## src/rtl/wave_synth.sv

```systemverilog
// Keypad note path output stage: phase accumulator, waveform select, ADSR-style
// envelope and PWM modulator producing an 8-bit sample plus a speaker bit stream.
module wave_synth #(
    parameter int ENV_STEP_CYCLES = 10000,
    parameter int PWM_W           = 8
) (
    input  logic        clk,
    input  logic        nrst,
    input  logic [17:0] divider,
    input  logic [1:0]  mode,
    input  logic        strobe,
    output logic [7:0]  sample,
    output logic        pwm_out,
    output logic        active
);

    localparam int ENV_W = (ENV_STEP_CYCLES > 1) ? $clog2(ENV_STEP_CYCLES) : 1;
    localparam logic [ENV_W-1:0] ENV_LAST = ENV_W'(ENV_STEP_CYCLES - 1);

    localparam logic [1:0] MODE_SQUARE = 2'd0;
    localparam logic [1:0] MODE_SAW    = 2'd1;
    localparam logic [1:0] MODE_TRI    = 2'd2;

    typedef enum logic [1:0] {
        IDLE,
        ATTACK,
        SUSTAIN,
        RELEASE
    } env_state_t;

    env_state_t        state;
    logic [3:0]        env;
    logic [ENV_W-1:0]  env_cnt;
    logic              env_tick;

    logic [17:0]       lat_div;
    logic [1:0]        lat_mode;
    logic [17:0]       step_cnt;
    logic [7:0]        phase;
    logic [7:0]        lfsr;
    logic              lfsr_fb;
    logic              step_tick;
    logic              wrap;
    logic              load;

    logic [7:0]        raw;
    logic signed [8:0] d;
    logic signed [12:0] d_ext;
    logic signed [12:0] env_ext;
    logic signed [12:0] prod;
    logic [7:0]        sample_next;

    logic [PWM_W-1:0]  pwm_cnt;

    assign lfsr_fb   = lfsr[7] ^ lfsr[5] ^ lfsr[4] ^ lfsr[3];
    // >= rather than == keeps the counter bounded if the divider shrinks mid-count while idle.
    assign step_tick = (lat_div != '0) && (step_cnt >= lat_div - 18'd1);
    assign wrap      = step_tick && (phase == 8'hFF);
    assign load      = wrap || (state == IDLE) || (lat_div == '0);
    assign env_tick  = (env_cnt == ENV_LAST);

    always_ff @(posedge clk or negedge nrst) begin
        if (!nrst) begin
            step_cnt <= '0;
            phase    <= '0;
            lfsr     <= 8'h01;
            lat_div  <= '0;
            lat_mode <= '0;
        end else begin
            if (lat_div == '0) begin
                step_cnt <= '0;
                phase    <= '0;
            end else if (step_tick) begin
                step_cnt <= '0;
                phase    <= phase + 8'd1;
                lfsr     <= {lfsr[6:0], lfsr_fb};
            end else begin
                step_cnt <= step_cnt + 18'd1;
            end
            if (load) begin
                lat_div  <= divider;
                lat_mode <= mode;
            end
        end
    end

    always_comb begin
        raw = 8'h80;
        if (lat_div != '0) begin
            case (lat_mode)
                MODE_SQUARE: raw = phase[7] ? 8'hFF : 8'h00;
                MODE_SAW:    raw = phase;
                MODE_TRI:    raw = phase[7] ? ~{phase[6:0], 1'b0} : {phase[6:0], 1'b0};
                default:     raw = lfsr;
            endcase
        end
    end

    // Scale the signed excursion around the midpoint by env/16; low byte wraps back to offset binary.
    always_comb begin
        d           = $signed({1'b0, raw}) - 9'sd128;
        d_ext       = {{4{d[8]}}, d};
        env_ext     = {9'd0, env};
        prod        = d_ext * env_ext;
        sample_next = 8'(prod >>> 4) + 8'h80;
    end

    // Envelope FSM: any state change clears the step counter; a transition beats a tick.
    always_ff @(posedge clk or negedge nrst) begin
        if (!nrst) begin
            state   <= IDLE;
            env     <= '0;
            env_cnt <= '0;
            active  <= 1'b0;
        end else begin
            env_cnt <= env_tick ? '0 : env_cnt + 1'b1;
            active  <= (state != IDLE);
            case (state)
                IDLE: begin
                    if (strobe) begin
                        state   <= ATTACK;
                        env_cnt <= '0;
                        active  <= 1'b1;
                    end
                end
                ATTACK: begin
                    if (!strobe) begin
                        state   <= RELEASE;
                        env_cnt <= '0;
                    end else if (env == 4'hF) begin
                        state   <= SUSTAIN;
                        env_cnt <= '0;
                    end else if (env_tick) begin
                        env <= env + 4'd1;
                        if (env == 4'hE) begin
                            state   <= SUSTAIN;
                            env_cnt <= '0;
                        end
                    end
                end
                SUSTAIN: begin
                    env <= 4'hF;
                    if (!strobe) begin
                        state   <= RELEASE;
                        env_cnt <= '0;
                    end
                end
                RELEASE: begin
                    if (strobe) begin
                        state   <= ATTACK;
                        env_cnt <= '0;
                    end else if (env == 4'h0) begin
                        state   <= IDLE;
                        env_cnt <= '0;
                        active  <= 1'b0;
                    end else if (env_tick) begin
                        env <= env - 4'd1;
                        if (env == 4'h1) begin
                            state   <= IDLE;
                            env_cnt <= '0;
                            active  <= 1'b0;
                        end
                    end
                end
                default: begin
                    state   <= IDLE;
                    env     <= '0;
                    env_cnt <= '0;
                    active  <= 1'b0;
                end
            endcase
        end
    end

    always_ff @(posedge clk or negedge nrst) begin
        if (!nrst) begin
            sample  <= 8'h80;
            pwm_cnt <= '0;
            pwm_out <= 1'b0;
        end else begin
            sample  <= sample_next;
            pwm_cnt <= pwm_cnt + 1'b1;
            pwm_out <= (pwm_cnt < PWM_W'(sample));
        end
    end

endmodule

```

## config.mk

```make
export PLATFORM = sky130hd
export DESIGN_NAME = wave_synth
export DESIGN_NICKNAME = d
export VERILOG_FILES = /design/src/rtl/wave_synth.sv
export SDC_FILE = /design/constraint.sdc
export NUM_CORES = 1
export LEC_CHECK = 0
export CORE_ASPECT_RATIO = 0.5
export CORE_MARGIN = 2
export CORE_UTILIZATION = 40
export CTS_CLUSTER_SIZE = 25
export DETAILED_ROUTE_END_ITERATION = 16
export GPL_ROUTABILITY_DRIVEN = 0
export REMOVE_ABC_BUFFERS = 1
export SYNTH_ARGS = -nofsm -noshare
export SYNTH_HDL_FRONTEND = slang
export SYNTH_SLANG_ARGS = --single-unit
export TNS_END_PERCENT = 10
```

## constraint.sdc

```tcl
create_clock -name clk -period 5.2 [get_ports clk]
set_clock_uncertainty 0.1 [all_clocks]
set_input_delay 1.04 -clock clk [delete_from_list [all_inputs] [get_ports clk]]
set_output_delay 1.04 -clock clk [all_outputs]
set_load 0.1 [all_outputs]
```

== Word level (Yosys, flattened, before mapping) ==
Index checks and enable logic that the tools add are counted.

* Flip-flop bits (word level): 92
* Bits in latches: 0
* RAM bits: 0
* Bits in read-only memories: 0
* Bits of input ports: 23
* Output and inout bits: 10
* Word-level logic and storage cells: 110
* Memories kept: 0

* Add/subtract/negate cells: 9
* Multipliers: 1
* Div/mod/pow operators: 0
* Order comparisons: 2
* Eq/ne operators: 22
* Shift-type cells: 0
* Mux-type cells: 44
* Bitwise logic cells: 5
* Reductions and logical operators: 15

{| class="wikitable"
|+ Operators by type and width
! kind !! count
|-
| $mux W14 || 11
|-
| $pmux W14 S4 || 1
|-
| $mux W8 || 5
|-
| $mux W18 || 2
|-
| $mux W4 || 6
|-
| $pmux W8 S3 || 1
|-
| $mux W2 || 10
|-
| $add A18 B1 Y18 const B || 1
|-
| $ge A18 B18 Y1 || 1
|-
| $logic_not A18 Y1 || 1
|-
| $reduce_bool A18 Y1 || 1
|-
| $sub A18 B1 Y18 const B || 1
|-
| $add A8 B1 Y8 const B || 2
|-
| $ne A2 B2 Y1 const B || 8
|-
| $ne A4 B4 Y1 const B || 4
|-
| $add A14 B1 Y14 const B || 1
|-
| $eq A14 B14 Y1 const B || 1
|-
| $mul A9 B5 Y12 || 1
|-
| $pmux W4 S3 || 1
|-
| $sub A8 B8 Y9 const B || 1
|-
| $add A8 B8 Y8 const B || 1
|-
| $eq A4 B4 Y1 const B || 2
|-
| $eq A8 B8 Y1 const B || 1
|-
| $lt A8 B8 Y1 || 1
|-
| other kinds (20) || 33
|}

== Depth between registers and ports, before layout ==
Gate-level depths: netlist of run 1.

* Word-level depth: 7
* Depth in mapped cells: 21
* Mapped depth without buffers: 19

== Worst setup path before layout of run 1 ==
No wires, ideal clock.

* Path type: flip-flop to flip-flop
* From: register lat_div[7]
* To: register sample[7]
* Library setup time: 0.075 ns
* Arrival: 4.783 ns
* Data required time: 5.025 ns
* Setup slack: 0.242 ns
* Stages on the path, launching flop included: 20
* Path buffers: 3
* Period minus slack after synthesis: 4.958 ns
* Path through: dfrtp_1 or4_1 buf_2 nor4_4 and2_1 buf_6 buf_2 nor2_1 and2_1 ha_1 fa_1 inv_1 fa_1 inv_1 ha_1 or2_2 a211o_1 a2111oi_4 o21bai_1 xnor2_1

* Longest elaborated chain between the ends: 5

{| class="wikitable"
|+ Ends and longest elaborated chain
! item !! RTL line !! RTL
|-
| from (decl) || 36 || <nowiki>logic [17:0] lat_div;</nowiki>
|-
| from (signal assigned) || 81 || <nowiki>lat_div <= divider;</nowiki>
|-
| $reduce_bool A18 Y1 || 89 || <nowiki>if (lat_div != '0) begin</nowiki>
|-
| $mux W8 || 89 ||
|-
| $sub A8 B8 Y9 || 101 || <nowiki>d = $signed({1'b0, raw}) - 9'sd128;</nowiki>
|-
| $mul A9 B5 Y12 || 104 || <nowiki>prod = d_ext * env_ext;</nowiki>
|-
| $add A8 B8 Y8 || 105 || <nowiki>sample_next = 8'(prod >>> 4) + 8'h80;</nowiki>
|-
| named net sample_next[7] || 51 || <nowiki>logic [7:0] sample_next;</nowiki>
|-
| to (signal assigned) || 181 || <nowiki>sample <= sample_next;</nowiki>
|-
| to (decl) || 12 || <nowiki>output logic [7:0] sample,</nowiki>
|}

The timed path passes the listed nets, and every way through them passes these cells.
A chain may end at the register's enable or synchronous reset.

== Worst setup path after layout of run 1 ==
* From: register lat_div[8]
* To: register sample[5]

* Longest elaborated chain between the ends: 5

{| class="wikitable"
|+ Ends and longest elaborated chain
! item !! RTL line !! RTL
|-
| $reduce_bool A18 Y1 || 89 ||
|-
| $mux W8 || 89 ||
|-
| $sub A8 B8 Y9 || 101 ||
|-
| $mul A9 B5 Y12 || 104 ||
|-
| named net prod[9] || 50 || <nowiki>logic signed [12:0] prod;</nowiki>
|-
| $add A8 B8 Y8 || 105 ||
|}

The timed path passes the listed nets, and every way through them passes these cells.

==> flow_summary_export.csv, run 1 <==
group,metric,value,unit
clock_tree,cts_sinks,92,
logic_synthesis,ys_async_sr_fraction,1.00,
timing,setup-violations-final,0,
hold_path,hold_path.class,"reg2reg",
cells_and_area,drive_above_1_share,0.0937,
power,pwr-share-clk,0.151,
critical_path,cp_cell_sequence,"or4_4 > nor4_4 > and2_4 > nor2_1 > and2_1 > ha_1 > fa_1 > inv_1 > fa_1 > inv_1 > ha_1 > or2_2 > o221a_2 > a21o_1 > a21oi_1 > nor2_1 > xor2_1",
cells_and_area,nets,786,
floorplanning,die_width,184,microns
global_routing,grt_first_pass_wirelength,22.3,mm
critical_path,critPathCaptureType,"register",
logic_synthesis,avgSynthCellArea,9.86,sq um
power,powerDensity,588,nW/um^2
timing,rsz0062_at_grt,"no",
logic_synthesis,yosys_most_used_dff,"dfrtp_1",
timing,fmax,205,MHz
floorplanning,die_height,94,microns
timing,worst_pin_slew,0.969,ns
power,switching_share,0.454,
clock_tree,clock_tree.root_cell,"clkbuf_16",
status,status,"finished clean",
global_routing,grt_overflow,0,
placement,placed_area,7000,sq um
detailed_routing,vias,4719,
detailed_routing,wl_per_cell,14.3,microns
logic_synthesis,synthTopCellsByArea,"dfrtp_1, ha_1, xnor2_1",
detailed_routing,drc,0,
critical_path,cp_top_family,"simple AND/OR/NAND/NOR gates",
detailed_routing,drt_wl_total,12.8,mm
power,intPower,2350,uW
logic_synthesis,yosysMostFrequentCell,"dfrtp_1",
cells_and_area,final_cell_area,7310,sq um
detailed_routing,first_pass_iters,4,
logic_synthesis,yosys.area.top_type_share,0.348,
logic_synthesis,yosysTopAreaCell,"dfrtp_1",
critical_path,rrSetupSlack,0.32,ns
logic_synthesis,synthCells,657,
timing,fin_crit_sh,0.939,
logic_synthesis,ys_seq_area_frac,0.356,
critical_path,cp.required,5.31,ns
power,seq_power_share,0.266,
timing,hold_violations,0,
critical_path,critical_path_arrival,5.00,ns
critical_path,cpPeakStageDelay,0.54,ns
logic_synthesis,synth_edf_count,0,
timing,fin_crit,4.88,ns
global_routing,grt_antenna_before_repair,0,
cells_and_area,syn_to_final_growth,12.9,%
logic_synthesis,yosysUniqueCellTypes,64,
critical_path,crit_buf_inv,2,
clock_tree,cts_buffer_depth,2,
clock_tree,cts_max_level,3,
cells_and_area,diodes,0,
critical_path,cp_max_fo,8,
detailed_routing,vias_per_cell,5.26,
power,irDropWorstVdd,0.268,mV
floorplanning,core_area,15600,sq um
logic_synthesis,yosys-top-cells-count,"dfrtp_1, nor2_1, ha_1",
global_routing,grt_pass1_vias,4635,
global_routing,track_usage,0.161,
detailed_routing,ant_nets,0,
power,comb_power_share,0.583,
clock_tree,worstSkewPairLatency,0.33,ns
timing,finalMaxSlewViolations,0,
critical_path,slowest_stage,"or4_4",
floorplanning,row_count,32,
critical_path,path_class,"reg2reg",
detailed_routing,drt_iter0_drc,193,
power,power.switching,1950,uW
global_routing,grt_start_max_net_pins,49,
timing,setup_tns,0,ns
timing,maxSlewHeadroom,0.352,
job,maxCapViolations,0,
placement,hpwl,9.66,mm
floorplanning,dieArea,17300,sq um
placement,portBuffers,32,
logic_synthesis,ys_ff_latch,92,
floorplanning,ios,33,
power,cellLeakagePower,0.00338,uW
clock_tree,clk_pin_slew,0.07,ns
critical_path,startpoint_type,"register",
clock_tree,cts_tree,"built",
logic_synthesis,synthesis.area,6480,sq um
logic_synthesis,ys_warn_count,0,
clock_tree,cts_buffers,9,
floorplanning,start_util,0.415,
==> cells in the final DEF, fill, tap and decap left out, types with 22 or more instances in the layout <==
master and instances:
inv_1 44, xor2_1 30, xnor2_1 40, nand2_1 46, dfrtp_1 89, clkdlybuf4s50_1 31, nor3_1 22, nor2_1 60
ha_1 59, a21oi_1 25
==> sequential cells by signal, summed over array words and instances (netlist names) <==
register and count:
lfsr 8, active 1, pwm_out 1, env_cnt 14
env 4, sample 8, lat_div 18, state 2
lat_mode 2, pwm_cnt 8, phase 8, step_cnt 18
==> layer usage <==
metal	vias up	GRT usage	wire [microns]
li1	2350	-	-
met4	0	0.0260	61
met5	-	0	0
met1	2297	0.226	6620
met3	7	0.0345	340
met2	65	0.260	5790
==> kinds of logic after synthesis <==
kind of cell / after synthesis / synth area share
and+or+nand+nor: 223 / 0.178
adders and majority gates: 74 / 0.160
xor gates and xnor gates: 70 / 0.0946
DFF: 92 / 0.356
muxes: 32 / 0.0599
AOI/OAI and AO/OA: 100 / 0.107
buffers and inverters: 66 / 0.0442
==> cell type report <==
type / count / area [sq um]
clock buffer: 12 / 236
multi-input combinational: 499 / 3890
tap: 204 / 255
clock inverter: 4 / 51.3
timing repair buffer: 42 / 400
sequential: 92 / 2310
fill: 1491 / 8300
inverter: 45 / 169
==> through the flow <==
step	util	cells	power (uW)	hold slack [ns]	setup WS (ns)
2_1_floorplan	-	636	3100	0.347	0.0109
3_3_place_gp	0.448	881	3630	0.368	0.186
3_5_place_dp	0.448	881	3680	0.367	0.0975
4_1_cts	0.467	897	4360	0.380	0.0556
5_1_grt	0.468	898	4710	0.405	0.0762
6_report	0.468	898	4300	0.373	0.316
==> power by group through the flow <==
stage / clock, uW / sequential, uW / combinational [uW]
floorplan: 0 / 1390 / 1710
global placement: 0 / 1150 / 2480
detailed placement: 0 / 1160 / 2520
CTS: 670 / 1140 / 2540
global route: 702 / 1180 / 2820
finish: 649 / 1140 / 2500
==> repair_timing <==
item / 4_1_cts / 5_1_grt
endpoints found under the setup margin: 0 / 3
endpoints found under the hold margin: 0 / 0
setup buffers: 0 / 1
hold buffers: 0 / 0
resized for setup: 0 / 6
==> final timing paths <==
check	startpoint	end	cells after the start
max	lat_div[8]$_DFFE_PN0P_	sample[5]$_DFF_PN0_	17
min	env_cnt[0]$_DFF_PN0_	env_cnt[0]$_DFF_PN0_	1
max reg2reg	lat_div[8]$_DFFE_PN0P_	sample[5]$_DFF_PN0_	17
min reg2reg	env_cnt[0]$_DFF_PN0_	env_cnt[0]$_DFF_PN0_	1
max in group asynchronous	nrst	sample[2]$_DFF_PN0_	2
min in group asynchronous	nrst	lat_div[9]$_DFFE_PN0P_	1
Power figures use the tool's default switching activity.
==> run 2, diff against run 1 <==
Settings changed: CORE_MARGIN 2 to not set.
==> flow_summary_export.csv, run 2 (same netlist as run 1, synthesis figures left out) <==
group,metric,value,unit
status,status,"finished clean",
critical_path,path_class,"reg2reg",
clock_tree,cts_buffer_depth,2,
floorplanning,row_count,32,
detailed_routing,ant_nets,0,
global_routing,grt_overflow,0,
power,powerDensity,588,nW/um^2
power,comb_power_share,0.584,
cells_and_area,syn_to_final_growth,12.9,%
clock_tree,clk_pin_slew,0.07,ns
clock_tree,cts_buffers,9,
power,seq_power_share,0.266,
cells_and_area,nets,788,
global_routing,grt_start_max_net_pins,58,
power,cellLeakagePower,0.00339,uW
critical_path,slowest_stage,"or4_4",
timing,setup_slack,0.301,ns
timing,fin_crit_sh,0.942,
critical_path,critical_path_arrival,5.07,ns
detailed_routing,wl_per_cell,14.5,microns
critical_path,cp.required,5.38,ns
power,switching_share,0.462,
critical_path,cp_cell_sequence,"or4_4 > nor4_4 > buf_4 > a21oi_2 > and2_1 > ha_1 > inv_1 > fa_1 > fa_1 > inv_1 > ha_1 > or2_2 > o221a_2 > a211oi_1 > nand2b_1 > o21bai_1 > xnor2_1",
cells_and_area,layout_common_cells,"dfrtp_1, nor2_1, ha_1",
floorplanning,dieArea,16700,sq um
critical_path,cpPeakStageDelay,0.56,ns
global_routing,grt_first_pass_wirelength,22.6,mm
detailed_routing,vias_per_cell,5.26,
clock_tree,clock_tree.root_cell,"clkbuf_16",
power,power.switching,1980,uW
placement,pre_cts_slack,0.140,ns
floorplanning,ios,33,
floorplanning,die_height,92,microns
critical_path,cp_max_fo,5,
floorplanning,die_width,182,microns
timing,setup_tns,0,ns
detailed_routing,drc,0,
global_routing,track_usage,0.168,
clock_tree,cts_hold_buf,0,
placement,hpwl,9.67,mm
critical_path,startpoint_type,"register",
floorplanning,core_area,15600,sq um
cells_and_area,diodes,0,
global_routing,busiest_layer,"met2",
job,maxCapViolations,0,
cells_and_area,drive_above_1_share,0.101,
clock_tree,cts_sinks,92,
cells_and_area,layout_commonest_cell,"dfrtp_1",
power,pwr-share-clk,0.149,
floorplanning,start_util,0.415,
timing,worst_pin_slew,0.975,ns
clock_tree,cts_tree,"built",
hold_path,hold_path.class,"reg2reg",
global_routing,use_met2,0.271,
placement,portBuffers,32,
detailed_routing,first_pass_iters,4,
clock_tree,cts_max_level,3,
timing,rsz0062_at_grt,"no",
detailed_routing,drt_iter0_drc,199,
clock_tree,worstSkewPairLatency,0.34,ns
timing,fmax,204,MHz
critical_path,critPathCaptureType,"register",
cells_and_area,top_regs,"lat_div (18), step_cnt (18), env_cnt (14)",
global_routing,grt_antenna_before_repair,0,
timing,fin_crit,4.90,ns
timing,hold_violations,0,
timing,finalMaxSlewViolations,0,
timing,maxSlewHeadroom,0.348,
global_routing,met3_usage,0.0369,
detailed_routing,drt_wl_total,13.0,mm
power,intPower,2320,uW
critical_path,crit_buf_inv,3,
global_routing,grt_pass1_vias,4618,
detailed_routing,vias,4732,
critical_path,cp_top_family,"simple AND/OR/NAND/NOR gates",
cells_and_area,fin_util,0.469,
cells_and_area,fillers,1472,
timing,setup-violations-final,0,
global_routing,grtUsageMet1,0.231,
power,power.total,4300,uW
power,irDropWorstVdd,0.251,mV
run 2: layout make-up:
cell class              instances  area [sq um]  share of cell area
multi-input cells             500          3900               0.533
flip-flops and latches         92          2310               0.315
repair buffers                 43           400              0.0547
well taps                     204           255              0.0349
clock buffers                  10           239              0.0327
inverters                      45           169              0.0231
clock inverters                 6          46.3             0.00633
run 2: power groups by stage:
stage	clock, uW	combinational, uW	sequential, uW
after global routing	692	2850	1180
after floorplan	0	1710	1390
after CTS	665	2540	1140
after detailed placement	0	2530	1160
after global placement	0	2480	1150
final	642	2510	1150
run 2: worst paths after layout:
check                                        from                      to  slack (ns)  depth (start not counted)
min                          pwm_cnt[7]$_DFF_PN0_    pwm_cnt[7]$_DFF_PN0_        0.38                          1
min reg2reg                  pwm_cnt[7]$_DFF_PN0_    pwm_cnt[7]$_DFF_PN0_        0.38                          1
max in group asynchronous                    nrst     sample[7]$_DFF_PN1_        3.37                          2
max                        lat_div[8]$_DFFE_PN0P_     sample[7]$_DFF_PN1_        0.30                         17
min in group asynchronous                    nrst  step_cnt[10]$_DFF_PN0_        0.65                          1
max reg2reg                lat_div[8]$_DFFE_PN0P_     sample[7]$_DFF_PN1_        0.30                         17
run 2: routing by layer:
metal | wire, microns | part of all wire
met1 | 6610 | 0.51
met2 | 5920 | 0.45
met3 | 460 | 0.035
met4 | 56 | 0.0043
met5 | 0 | 0
run 2: metrics by stage:
stage	area (sq um)	hold slack [ns]	cells
2_1_floorplan	6360	0.347	636
3_3_place_gp	7010	0.367	882
3_5_place_dp	7010	0.372	882
4_1_cts	7300	0.386	898
5_1_grt	7320	0.407	900
6_report	7320	0.381	900
run 2: worst reg2reg max path, delay by kind of cell (launching register included):
kind | cells | cell delay (ns)
and+or+nand+nor | 5 | 1.62
adders and majority gates | 4 | 1.53
AOI/OAI and AO/OA | 4 | 0.69
DFF | 1 | 0.45
buffers and inverters | 3 | 0.28
xor gates and xnor gates | 1 | 0.16
run 2: what timing repair did:
action / in CTS / in global routing
setup buffers: 0 / 1
endpoints found under the setup margin: 0 / 3
gates resized for setup: 0 / 4
